## config.mk

```make
export PLATFORM = sky130hd
export DESIGN_NAME = riscv_id_ex_stage
export DESIGN_NICKNAME = d
export VERILOG_FILES = /design/src/rtl/riscv_pkg.sv /design/src/rtl/riscv_alu_decode.sv /design/src/rtl/riscv_id_ex_stage.sv
export SDC_FILE = /design/constraint.sdc
export NUM_CORES = 1
export LEC_CHECK = 0
export CAP_MARGIN = 5
export CORE_MARGIN = 5
export CORE_UTILIZATION = 40
export DETAILED_ROUTE_END_ITERATION = 7
export PLACE_DENSITY_LB_ADDON = 0.05
export SLEW_MARGIN = 20
export SYNTH_ARGS = -nofsm -noshare
export SYNTH_HDL_FRONTEND = slang
export SYNTH_SLANG_ARGS = --single-unit
```

## constraint.sdc

```tcl
create_clock -name clk -period 2 [get_ports clk]
set_clock_uncertainty 0.15 [all_clocks]
set_input_delay 0.3 -clock clk [delete_from_list [all_inputs] [get_ports clk]]
set_output_delay 0.3 -clock clk [all_outputs]
set_load 0.05 [all_outputs]
```

## src/rtl/riscv_pkg.sv

```systemverilog
// Shared RV32I decode constants, ALU operation codes and the ID/EX payload.
package riscv_pkg;

   localparam int unsigned XLEN  = 32;
   localparam int unsigned RF_AW = 5;
   localparam int unsigned OPW   = 4;

   localparam logic [6:0] OPC_OP    = 7'b0110011;
   localparam logic [6:0] OPC_OPIMM = 7'b0010011;
   localparam logic [6:0] OPC_LUI   = 7'b0110111;
   localparam logic [6:0] OPC_AUIPC = 7'b0010111;

   localparam logic [2:0] F3_ADD  = 3'b000;
   localparam logic [2:0] F3_SLL  = 3'b001;
   localparam logic [2:0] F3_SLT  = 3'b010;
   localparam logic [2:0] F3_SLTU = 3'b011;
   localparam logic [2:0] F3_XOR  = 3'b100;
   localparam logic [2:0] F3_SR   = 3'b101;
   localparam logic [2:0] F3_OR   = 3'b110;
   localparam logic [2:0] F3_AND  = 3'b111;

   localparam logic [6:0] F7_BASE = 7'b0000000;
   localparam logic [6:0] F7_ALT  = 7'b0100000;

   localparam logic [OPW-1:0] ALU_ADD   = 4'd0;
   localparam logic [OPW-1:0] ALU_SUB   = 4'd1;
   localparam logic [OPW-1:0] ALU_AND   = 4'd2;
   localparam logic [OPW-1:0] ALU_SLT   = 4'd3;
   localparam logic [OPW-1:0] ALU_SLTU  = 4'd4;
   localparam logic [OPW-1:0] ALU_OR    = 4'd5;
   localparam logic [OPW-1:0] ALU_SLL   = 4'd6;
   localparam logic [OPW-1:0] ALU_SRA   = 4'd7;
   localparam logic [OPW-1:0] ALU_XOR   = 4'd8;
   localparam logic [OPW-1:0] ALU_SRL   = 4'd9;
   localparam logic [OPW-1:0] ALU_PASSB = 4'd10;

   typedef struct packed {
      logic [XLEN-1:0]  pc;
      logic [XLEN-1:0]  a;
      logic [XLEN-1:0]  b;
      logic [OPW-1:0]   aluop;
      logic [RF_AW-1:0] rd;
      logic             wb_en;
      logic             illegal;
   } id_ex_t;

endpackage

```

## src/rtl/riscv_alu_decode.sv

```systemverilog
// Combinational decode of an ALU-class RV32I instruction into op, operands and writeback info.
module riscv_alu_decode
   import riscv_pkg::*;
(
   input  logic [31:0]   instr,
   input  logic [XLEN-1:0] pc,
   input  logic [XLEN-1:0] rs1_data,
   input  logic [XLEN-1:0] rs2_data,
   output id_ex_t        dec_c
);

   logic [6:0]      opcode;
   logic [2:0]      funct3;
   logic [6:0]      funct7;
   logic [4:0]      rd;
   logic [XLEN-1:0] imm_i;
   logic [XLEN-1:0] imm_u;
   logic [XLEN-1:0] shamt;
   logic [OPW-1:0]  op;
   logic [XLEN-1:0] a;
   logic [XLEN-1:0] b;
   logic            legal;

   assign opcode = instr[6:0];
   assign rd     = instr[11:7];
   assign funct3 = instr[14:12];
   assign funct7 = instr[31:25];
   assign imm_i  = XLEN'($signed(instr[31:20]));
   assign imm_u  = XLEN'($signed({instr[31:12], 12'b0}));
   assign shamt  = XLEN'(instr[24:20]);

   always_comb begin
      op    = ALU_ADD;
      a     = '0;
      b     = '0;
      legal = 1'b1;
      case (opcode)
         OPC_OP: begin
            a = rs1_data;
            b = rs2_data;
            if (funct7 != F7_BASE && funct7 != F7_ALT) legal = 1'b0;
            else if (funct7[5] && funct3 != F3_ADD && funct3 != F3_SR) legal = 1'b0;
            case (funct3)
               F3_ADD:  op = funct7[5] ? ALU_SUB : ALU_ADD;
               F3_SLL:  op = ALU_SLL;
               F3_SLT:  op = ALU_SLT;
               F3_SLTU: op = ALU_SLTU;
               F3_XOR:  op = ALU_XOR;
               F3_SR:   op = funct7[5] ? ALU_SRA : ALU_SRL;
               F3_OR:   op = ALU_OR;
               default: op = ALU_AND;
            endcase
         end
         OPC_OPIMM: begin
            a = rs1_data;
            b = imm_i;
            case (funct3)
               F3_ADD:  op = ALU_ADD;
               F3_SLL: begin
                  op = ALU_SLL;
                  b  = shamt;
                  if (funct7 != F7_BASE) legal = 1'b0;
               end
               F3_SLT:  op = ALU_SLT;
               F3_SLTU: op = ALU_SLTU;
               F3_XOR:  op = ALU_XOR;
               F3_SR: begin
                  op = funct7[5] ? ALU_SRA : ALU_SRL;
                  b  = shamt;
                  if (funct7 != F7_BASE && funct7 != F7_ALT) legal = 1'b0;
               end
               F3_OR:   op = ALU_OR;
               default: op = ALU_AND;
            endcase
         end
         OPC_LUI: begin
            op = ALU_PASSB;
            b  = imm_u;
         end
         OPC_AUIPC: begin
            a = pc;
            b = imm_u;
         end
         default: legal = 1'b0;
      endcase
      // Anything illegal is issued as a harmless ADD 0,0 and trapped downstream.
      if (!legal) begin
         op = ALU_ADD;
         a  = '0;
         b  = '0;
      end
   end

   always_comb begin
      dec_c         = '0;
      dec_c.pc      = pc;
      dec_c.a       = a;
      dec_c.b       = b;
      dec_c.aluop   = op;
      dec_c.rd      = rd;
      dec_c.wb_en   = legal && (rd != 5'd0);
      dec_c.illegal = !legal;
   end

endmodule

```

## src/rtl/riscv_id_ex_stage.sv

```systemverilog
// ID/EX stage: decodes ALU-class instructions and holds them in a valid/ready pipeline register.
module riscv_id_ex_stage
   import riscv_pkg::*;
(
   input  logic             clk,
   input  logic             rst_n,
   input  logic             flush,
   input  logic             in_valid,
   output logic             in_ready,
   input  logic [31:0]      in_instr,
   input  logic [XLEN-1:0]  in_pc,
   input  logic [XLEN-1:0]  in_rs1_data,
   input  logic [XLEN-1:0]  in_rs2_data,
   output logic             out_valid,
   input  logic             out_ready,
   output logic [XLEN-1:0]  alu_Ain,
   output logic [XLEN-1:0]  alu_Bin,
   output logic [OPW-1:0]   aluop,
   output logic [RF_AW-1:0] out_rd,
   output logic             out_wb_en,
   output logic [XLEN-1:0]  out_pc,
   output logic             out_illegal
);

   id_ex_t dec_c;
   id_ex_t q;
   logic   load_c;

   riscv_alu_decode u_dec (
      .instr    (in_instr),
      .pc       (in_pc),
      .rs1_data (in_rs1_data),
      .rs2_data (in_rs2_data),
      .dec_c    (dec_c)
   );

   assign in_ready = !out_valid || out_ready;
   assign load_c   = in_valid && in_ready;

   // Flush beats load; a drained beat with nothing behind it empties the register.
   always_ff @(posedge clk or negedge rst_n) begin
      if (!rst_n) begin
         out_valid <= 1'b0;
         q         <= '0;
      end else if (flush) begin
         out_valid <= 1'b0;
         q.wb_en   <= 1'b0;
      end else if (load_c) begin
         out_valid <= 1'b1;
         q         <= dec_c;
      end else if (out_ready) begin
         out_valid <= 1'b0;
      end
   end

   assign alu_Ain     = q.a;
   assign alu_Bin     = q.b;
   assign aluop       = q.aluop;
   assign out_rd      = q.rd;
   assign out_wb_en   = q.wb_en;
   assign out_pc      = q.pc;
   assign out_illegal = q.illegal;

endmodule

```

# Word-level counts from Yosys, hierarchy flattened
# Cells that the tools add are included.
# op_classes
bitwise,1
reduce_logical,18
mux,22
eq_ne,12
# ops
cell,n
$mux W32,3
$pmux W32 S3,1
$pmux W32 S2,1
$pmux W4 S7,2
$eq A7 B5 Y1 const B,2
$eq A7 B6 Y1 const B,2
$pmux W4 S3,1
$eq A3 B3 Y1 const B,3
$mux W1,9
$mux W4,2
$ne A7 B6 Y1 const B,1
$reduce_bool A7 Y1,1
$eq A3 B2 Y1 const B,2
$reduce_bool A3 Y1,2
$reduce_or A2 Y1,3
$logic_and A1 B1 Y1,5
$reduce_bool A5 Y1,1
$eq A3 B1 Y1 const B,1
$logic_not A3 Y1,1
$ne A3 B3 Y1 const B,1
$pmux W1 S3,1
$logic_not A1 Y1,2
$mux W2,1
$pmux W1 S2,1
other kinds (4),4
# totals
output_inout_bits,109
wordCells,61
regBits,108

# Logic depth before layout (Yosys ltp)
# Gate-level depths: netlist of the first run.
# logic_depth
ltp_word,9
depth_mapped,8
ltp_nobuf,4

# Modules after synthesis
# A second synthesis of the first run with hierarchy kept.
# unflattened
cells_unflattened,520
hier_area_um2,5761.8
# modules_own_cells
mod,instances,cells_each,area_per_inst_um2
riscv_id_ex_stage,1,233,4016.4
riscv_alu_decode,1,287,1745.4

# Worst setup path after synthesis of the first run
# Ideal clock, no wire load.
# synth_path
kind,reg-to-reg
startpoint,register out_valid
endpoint,"register q, in the netlist alu_Bin[18]"
setup_slack_ps,-489
arrival_time_ps,2249
synth_period_minus_slack_ps,2489
stages_incl_launch_ff,8
cell_sequence,dfrtp_1 > nand2b_1 > nand3b_1 > buf_2 > clkbuf_1 > clkbuf_1 > nand2_1 > o31ai_4
# synth_via
elab_chain_cells,4
# synth_rtl
item,line_no,text
start: declaration,riscv_id_ex_stage.sv:14,"output logic out_valid,"
start signal: assignment,riscv_id_ex_stage.sv:43,out_valid <= 1'b0;
start signal: assignment,riscv_id_ex_stage.sv:46,out_valid <= 1'b0;
start signal: assignment,riscv_id_ex_stage.sv:49,out_valid <= 1'b1;
$logic_not A1 Y1,riscv_id_ex_stage.sv:37,assign in_ready = !out_valid || out_ready;
$logic_or A1 B1 Y1,riscv_id_ex_stage.sv:37,
via in_ready,riscv_id_ex_stage.sv:9,"output logic in_ready,"
$logic_and A1 B1 Y1,riscv_id_ex_stage.sv:38,assign load_c = in_valid && in_ready;
$reduce_and A2 Y1 (no line),n/a,
end: declaration,riscv_id_ex_stage.sv:26,id_ex_t q;
# The timed path passes the listed nets, and every way through them passes these cells.
# A chain may end at the register's enable or synchronous reset.

# Worst setup path after layout of the first run
# layout_path
startpoint,"register q, in the netlist alu_Bin[1]"
endpoint,output port alu_Bin[1]
# layout_rtl
item,line_no,text
end: declaration,riscv_id_ex_stage.sv:17,"output logic [XLEN-1:0] alu_Bin,"
# No word-level cell between the ends.

==> results of run 1 <==
[worst max-delay path by stage]
stage	cells past startpoint	end	slack, ps	start
floorplan	5	out_pc[10]	40	out_valid
global placement	6	alu_Bin[17]	-360	in_instr[31]
detailed placement	6	alu_Bin[14]	-430	in_instr[25]
CTS	7	alu_Bin[28]	-30	in_instr[4]
global route	1	alu_Bin[15]	-4	alu_Bin[15]
finish	1	alu_Bin[1]	30	alu_Bin[1]
[layer usage]
layer,vias to the layer above,routed length (um)
li1,2131,-
met1,2242,6470
met2,193,8230
met3,28,1620
met4,0,359
met5,-,0
[cells in the mapped netlist, types with 2 or more instances]
| master | n | area share (%) |
|---|---|---|
| buf_6 | 3 | 0.68 |
| nand2_1 | 71 | 5.4 |
| nand3b_1 | 2 | 0.30 |
| a21oi_1 | 22 | 2.2 |
| dfrtp_1 | 108 | 55 |
| a31oi_1 | 2 | 0.25 |
| inv_1 | 4 | 0.30 |
| mux2_2 | 37 | 8.4 |
| clkbuf_2 | 2 | 0.20 |
| nor2_1 | 22 | 1.7 |
| buf_2 | 2 | 0.20 |
| a22oi_1 | 40 | 6.1 |
| nand4b_1 | 2 | 0.35 |
| o31ai_1 | 6 | 0.91 |
| mux2i_1 | 5 | 1.0 |
| clkbuf_1 | 27 | 2.1 |
| o21ai_0 | 51 | 5.2 |
| nand2b_1 | 2 | 0.25 |
| o31ai_4 | 13 | 5.6 |
| nor2b_1 | 3 | 0.38 |
[flip-flops by register name (all words and copies together) (netlist names)]
register,count
alu_Ain,32
alu_Bin,32
aluop,4
out_illegal,1
out_pc,32
out_rd,5
out_valid,1
out_wb_en,1
[layout make-up]
type | count | area share (%)
clock inverter | 3 | 0.549
timing repair buffer | 293 | 35.8
multi-input combinational | 296 | 26.0
tap | 168 | 2.49
inverter | 4 | 0.178
sequential | 108 | 32.0
clock buffer | 12 | 2.92
[timing repair]
item,CTS,global route
setup buffers,2,0
hold buffers,1,0
resized for setup,28,78
gates cloned,1,4
hold endpoints to repair,30,0
endpoints found under the setup margin,24,94
pin swaps,1,28
[power by group through the flow]
stage	logic, mW	clock network, mW	registers (mW)
final	1.64	1.79	2.39
after global routing	1.72	1.93	2.41
after CTS	1.64	1.83	2.40
after detailed placement	1.63	0	2.44
after global placement	1.61	0	2.43
after floorplan	0.337	0	2.94
[placed cells by master (no fill, tap or decap), types with 2 or more instances in the layout]
master and instances:
o21ai_0 30, o21ai_2 11, dfrtp_1 107, dlygate4sd2_1 5, a22oi_1 40, buf_6 2
o21ai_1 11, nand2_1 71, mux2i_1 5, a31oi_1 2, dlymetal6s2s_1 42, o31ai_4 19
nand4b_1 2, clkbuf_1 2, nor2_1 21, clkdlybuf4s50_1 160, buf_12 10, mux2_2 37
clkbuf_16 13, inv_1 3, nand3b_1 2, a21oi_1 22, buf_4 69
[cell families after synthesis]
kind of cell | Yosys count | share of synthesized area, %
and+or+nand+nor | 108 | 9.32
muxes | 42 | 9.45
DFF | 108 | 54.7
buffers and inverters | 40 | 4.00
AOI/OAI and AO/OA | 146 | 22.5
[through the flow]
stage / worst slack [ps] / hold WS [ps]
floorplan: 40.8 / -146
global placement: -361 / 142
detailed placement: -427 / 153
CTS: -26.9 / 314
global route: -4.10 / 235
finish: 31.5 / 240
==> results.md, run 1 <==
* Outcome: complete, no violations
* CTS buffer count at 9
* Cell Int Power at 4.03 mW
* Synthesized area per cell at 11.1 um^2
* Maxcap violations at 0
* Nets@finish at 845
* Worst R2R Setup Slack at 160 ps
* Power share of the combinational group at 28.1%
* Pleak at 4.16 nW
* Hold path cells at 4
* Cells after Synth at 444
* Fmax at 0.508 GHz
* Crit Reg-Reg Endpoint: alu_Bin[18]
* Vias per inst at 5.20
* Hold_sp: in_instr[6]
* Data required, critical path at 1550 ps
* Row Count at 40
* Worst-path clk slew at 70 ps
* Crit path time final at 1970 ps
* Register Area at 0.00270 mm^2
* Global Route Usage Sum at 22.1%
* Multi-input logic area at 0.00219 mm^2
* FF-to-FF path depth at 6
* Antenna violations before repair at 0
* Worst setup EP type: output pin
* Initial core utilization at 41.0%
* Post-synthesis sequential area ratio at 54.7%
* Gr ovfl total at 0
* Post-synth cell types at 40
* Crit path max-delay family: buffers and inverters
* Vias in the first global route at 4842
* Slew @ Worst Pin at 550 ps
* Post-route DRC at 0
* Synthesized area at 0.00494 mm^2
* Filler Cells Inserted at 941
* Critical-path top delay cell: clkdlybuf4s50_1
* CP Buf/Inv Count at 1
* TritonCTS clock tree: built
* H-tree depth at 3
* Fin. Hold Viols at 0
* GR Util met1 at 27.0%
* Vias at 4594
* Power, Total at 5.82 mW
* Drt pass-1 iters at 4
* Psw at 1.79 mW
* Hold WC Path Type: in -> reg
* TNS Setup at 0 ps
* Final Instance Area at 0.00844 mm^2
* Iteration-0 DRC Markers at 233
* GRT Max-Usage Layer: met2
* Worst Path Arrival at 1520 ps
* #FFs+latches synth at 108
* Final worst-path cycle share at 98.4%
* Largest net degree at the start of global routing at 41
* Detail Placement HPWL at 12200 um
* Final design utilization at 70.0%
* GR Util met2 at 36.2%
* Synthesis Warnings at 0
* I/O Buffers at 241
* Max transition margin at 63.3%
* Area of the core at 0.0121 mm^2
* CTS Sinks at 108
* PwrDens at 690 mW/mm^2
* Seq pwr share at 41.1%
* Sw frac at 30.8%
* Gpl congestion at 0.844
* Final std cells w/o fill at 884
* Root buffer cell: clkbuf_16
* Worst-path cell chain: clkdlybuf4s50_1
* Max stage delay on crit path at 820 ps
* First-pass GRT wire length at 25400 um
* Clk buf depth at 2
* Area grow syn2layout at 70.8%
* Die height at 121 um
* Worst setup SP type: register
* DR WL/cell at 18.9 um
* Slew Viols, Final at 0
* Die W at 121 um
* Reg-to-Reg Start: out_valid
* Share of cells above drive strength 1 at 24.7%
* Cell Count Post-Placement at 862
* Count of flip-flops with a built-in enable after synthesis at 0
* Top_reg_cell synth: dfrtp_1
* Die ar. at 0.0147 mm^2
* Placed inst area at 0.00773 mm^2
* WHS Endpoint: alu_Bin[11]
* Crit Path Max Fanout at 2
* FFs w/ async S/R, synth at 100%
* Routed Wire Length at 16700 um
* Worst vdd ir at 0.573 mV
* Critical path type: reg -> out
* Routing usage on met3 at 7.55%
* Syn_nets at 577
* Clock network power share at 30.8%
* Clk_lat worst skew at 340 ps
* Post-detailed-route count of antenna-violating nets at 0
* # diodes at 0
* # setup viols final at 0
* Num ports at 242
Power figures use the tool's default switching activity.
==> inputs of run 2 (changes only) <==
--- a/config.mk
+++ b/config.mk
@@ -10,6 +10,7 @@
 export CORE_UTILIZATION = 40
 export DETAILED_ROUTE_END_ITERATION = 7
 export PLACE_DENSITY_LB_ADDON = 0.05
+export SETUP_SLACK_MARGIN = 0.3
 export SLEW_MARGIN = 20
 export SYNTH_ARGS = -nofsm -noshare
 export SYNTH_HDL_FRONTEND = slang
==> run 2 against run 1 <==
Net effect:
- cell area grew 3.3%
- count of clock-buffer cells in the layout decreased by 2
- critical endpoint is now alu_Ain[25]
- power shrank 1.7%
- largest cell class unchanged
- critical path depth grew 7
- sequential cell count is the same
==> results.md, run 2 (same netlist as run 1, synthesis figures left out) <==
* Outcome: complete, no violations
* Final std cells w/o fill at 910 (+2.9%)
* Slew @ Worst Pin at 527 ps (-23.0 ps)
* Num ports at 242 (unchanged)
* Maxcap violations at 0 (unchanged)
* Max transition margin at 65.0% (+1.7 points)
* Antenna violations before repair at 0 (unchanged)
* Row Count at 40 (unchanged)
* Final worst-path cycle share at 89.8% (-8.6 points)
* Slew Viols, Final at 0 (unchanged)
* Post-route DRC at 0 (unchanged)
* CTS Sinks at 108 (unchanged)
* Crit Reg-Reg Endpoint: alu_Ain[25]
* Largest net degree at the start of global routing at 55 (+34%)
* Worst setup SP type: primary input
* Commonest non-fill, non-tap cells in the layout: clkdlybuf4s50_1, dfrtp_1, buf_4
* First-pass GRT wire length at 26700 um (+5.0%)
* Setup crit end: alu_Ain[25]
* GR Util met1 at 27.8% (+0.80 points)
* Worst R2R Setup Slack at 210 ps (+50 ps)
* Critical path type: in -> reg
* I/O Buffers at 241 (unchanged)
* Root buffer cell: clkbuf_16
* Crit Path Max Fanout at 5 (+3)
* Die height at 121 um (unchanged)
* Worst-path clk slew at 70 ps (about the same)
* GR Util met2 at 39.5% (+3.3 points)
* Vias per inst at 5.20 (about the same)
* Worst setup EP type: register
* Post-detailed-route count of antenna-violating nets at 0 (unchanged)
* Pleak at 3.97 nW (-4.7%)
* # diodes at 0 (unchanged)
* Gr ovfl total at 0 (unchanged)
* CP Launch Point: in_instr[27]
* DR WL/cell at 19.2 um (+1.6%)
* Area grow syn2layout at 76.3%
* Filler Cells Inserted at 883 (-6.2%)
* Clk buf depth at 2 (unchanged)
* Clk_lat worst skew at 340 ps (about the same)
* CTS buffer count at 9 (unchanged)
* Routed Wire Length at 17400 um (+4.5%)
* Global Route Usage Sum at 23.2% (+1.2 points)
* Iteration-0 DRC Markers at 329 (+41%)
* Nets@finish at 870 (+3.0%)
* Area of the core at 0.0121 mm^2 (unchanged)
* GRT Max-Usage Layer: met2
* Hold WC Path Type: in -> reg
* Crit path time final at 1800 ps (-172 ps)
* Routing usage on met3 at 8.07% (+0.51 points)
* RSZ-0062 raised after global routing: yes
* Die ar. at 0.0147 mm^2 (unchanged)
* Initial core utilization at 41.0% (unchanged)
* Share of cells above drive strength 1 at 38.8% (+14 points)
* Gpl congestion at 0.831 (-1.5%)
* Vias in the first global route at 5003 (+3.3%)
* Drt pass-1 iters at 4 (unchanged)
* FF-to-FF path depth at 7 (+1)
* Reg-to-Reg Start: out_valid
* Worst Path Arrival at 1920 ps (+400 ps)
* Power, Total at 5.73 mW (-1.7%)
* TritonCTS clock tree: built
* Register Area at 0.00270 mm^2 (unchanged)
* PwrDens at 657 mW/mm^2 (-4.8%)
* Most common cell after layout, fill and taps aside: clkdlybuf4s50_1
* Multi-input logic area at 0.00237 mm^2 (+8.2%)
* Data required, critical path at 2130 ps (+580 ps)
* Die W at 121 um (unchanged)
* Fin. Hold Viols at 0 (unchanged)
* # setup viols final at 0 (unchanged)
* Worst vdd ir at 0.476 mV (-17%)
* Detail Placement HPWL at 12000 um (-1.6%)
* H-tree depth at 3 (unchanged)
* Fmax at 0.557 GHz (+9.6%)
* Cell Count Post-Placement at 866 (+0.46%)
* Vias at 4729 (+2.9%)
[run 2: cell count changes in the layout (fill, tap and decap cells not counted), moves of 8 or more]
cell,delta
o21ai_0,-27
o21ai_2,+32
buf_4,+10
buf_6,+8
clkdlybuf4s50_1,-47
buf_16,+8
clkdlybuf4s15_1,+39
dlymetal6s2s_1,-40
dlygate4sd2_1,+8
clkbuf_2,+28
[run 2: critical path: stages]
cell,delay [ps]
clkdlybuf4s15_2,200
or4_4,460
o221ai_2,150
nand4b_1,200
buf_6,220
buf_12,130
buf_16,130
o21ai_2,120
[run 2: layout make-up]
class,count,area share [%]
clock buffer,10,2.74
clock inverter,6,0.546
inverter,4,0.172
multi-input combinational,296,27.2
sequential,108,31.0
tap,168,2.41
timing repair buffer,318,35.9
[run 2: how the worst min path moves through the flow]
stage | to | slack [ps] | from | cells past startpoint
2_1_floorplan | alu_Ain[0] | -150 | rst_n | 0
3_3_place_gp | alu_Bin[1] | -1 | rst_n | 1
3_5_place_dp | alu_Bin[1] | -1 | rst_n | 1
4_1_cts | alu_Bin[11] | 100 | in_instr[6] | 3
5_1_grt | alu_Bin[11] | 100 | in_instr[3] | 3
6_report | alu_Bin[11] | 110 | in_instr[6] | 3
[run 2: where the power goes]
part,total [mW],internal [mW],switching (mW)
logic,1.62,0.648,0.968
clock network,1.71,0.890,0.824
registers,2.40,2.32,0.0712
total,5.73,3.86,1.86
[run 2: per-layer routing]
metal	wire (um)	up-vias
met5	0	-
met1	6840	2321
met4	354	0
met3	1560	25
met2	8680	185
li1	-	2198
[run 2: repair_timing]
item,4_1_cts,5_1_grt
cloned,9,1
buffers inserted,14,3
resized for setup,225,129
setup endpoints to repair,146,140
hold buffers,1,0
endpoints found under the hold margin,108,0
pin swaps,27,22
[run 2: per-stage QoR]
step / area (um^2) / hold WS [ps] / utilization, % / setup TNS [ps] / setup slack [ps]
2_1_floorplan: 5010 / -146 / - / 0 / 131
5_1_grt: 8710 / 103 / 72.2 / 0 / 136
3_3_place_gp: 7710 / -1.33 / 64.0 / -21780 / -356
4_1_cts: 8570 / 102 / 71.0 / 0 / 202
6_report: 8710 / 107 / 72.2 / 0 / 204
3_5_place_dp: 7710 / -1.27 / 64.0 / -25890 / -433
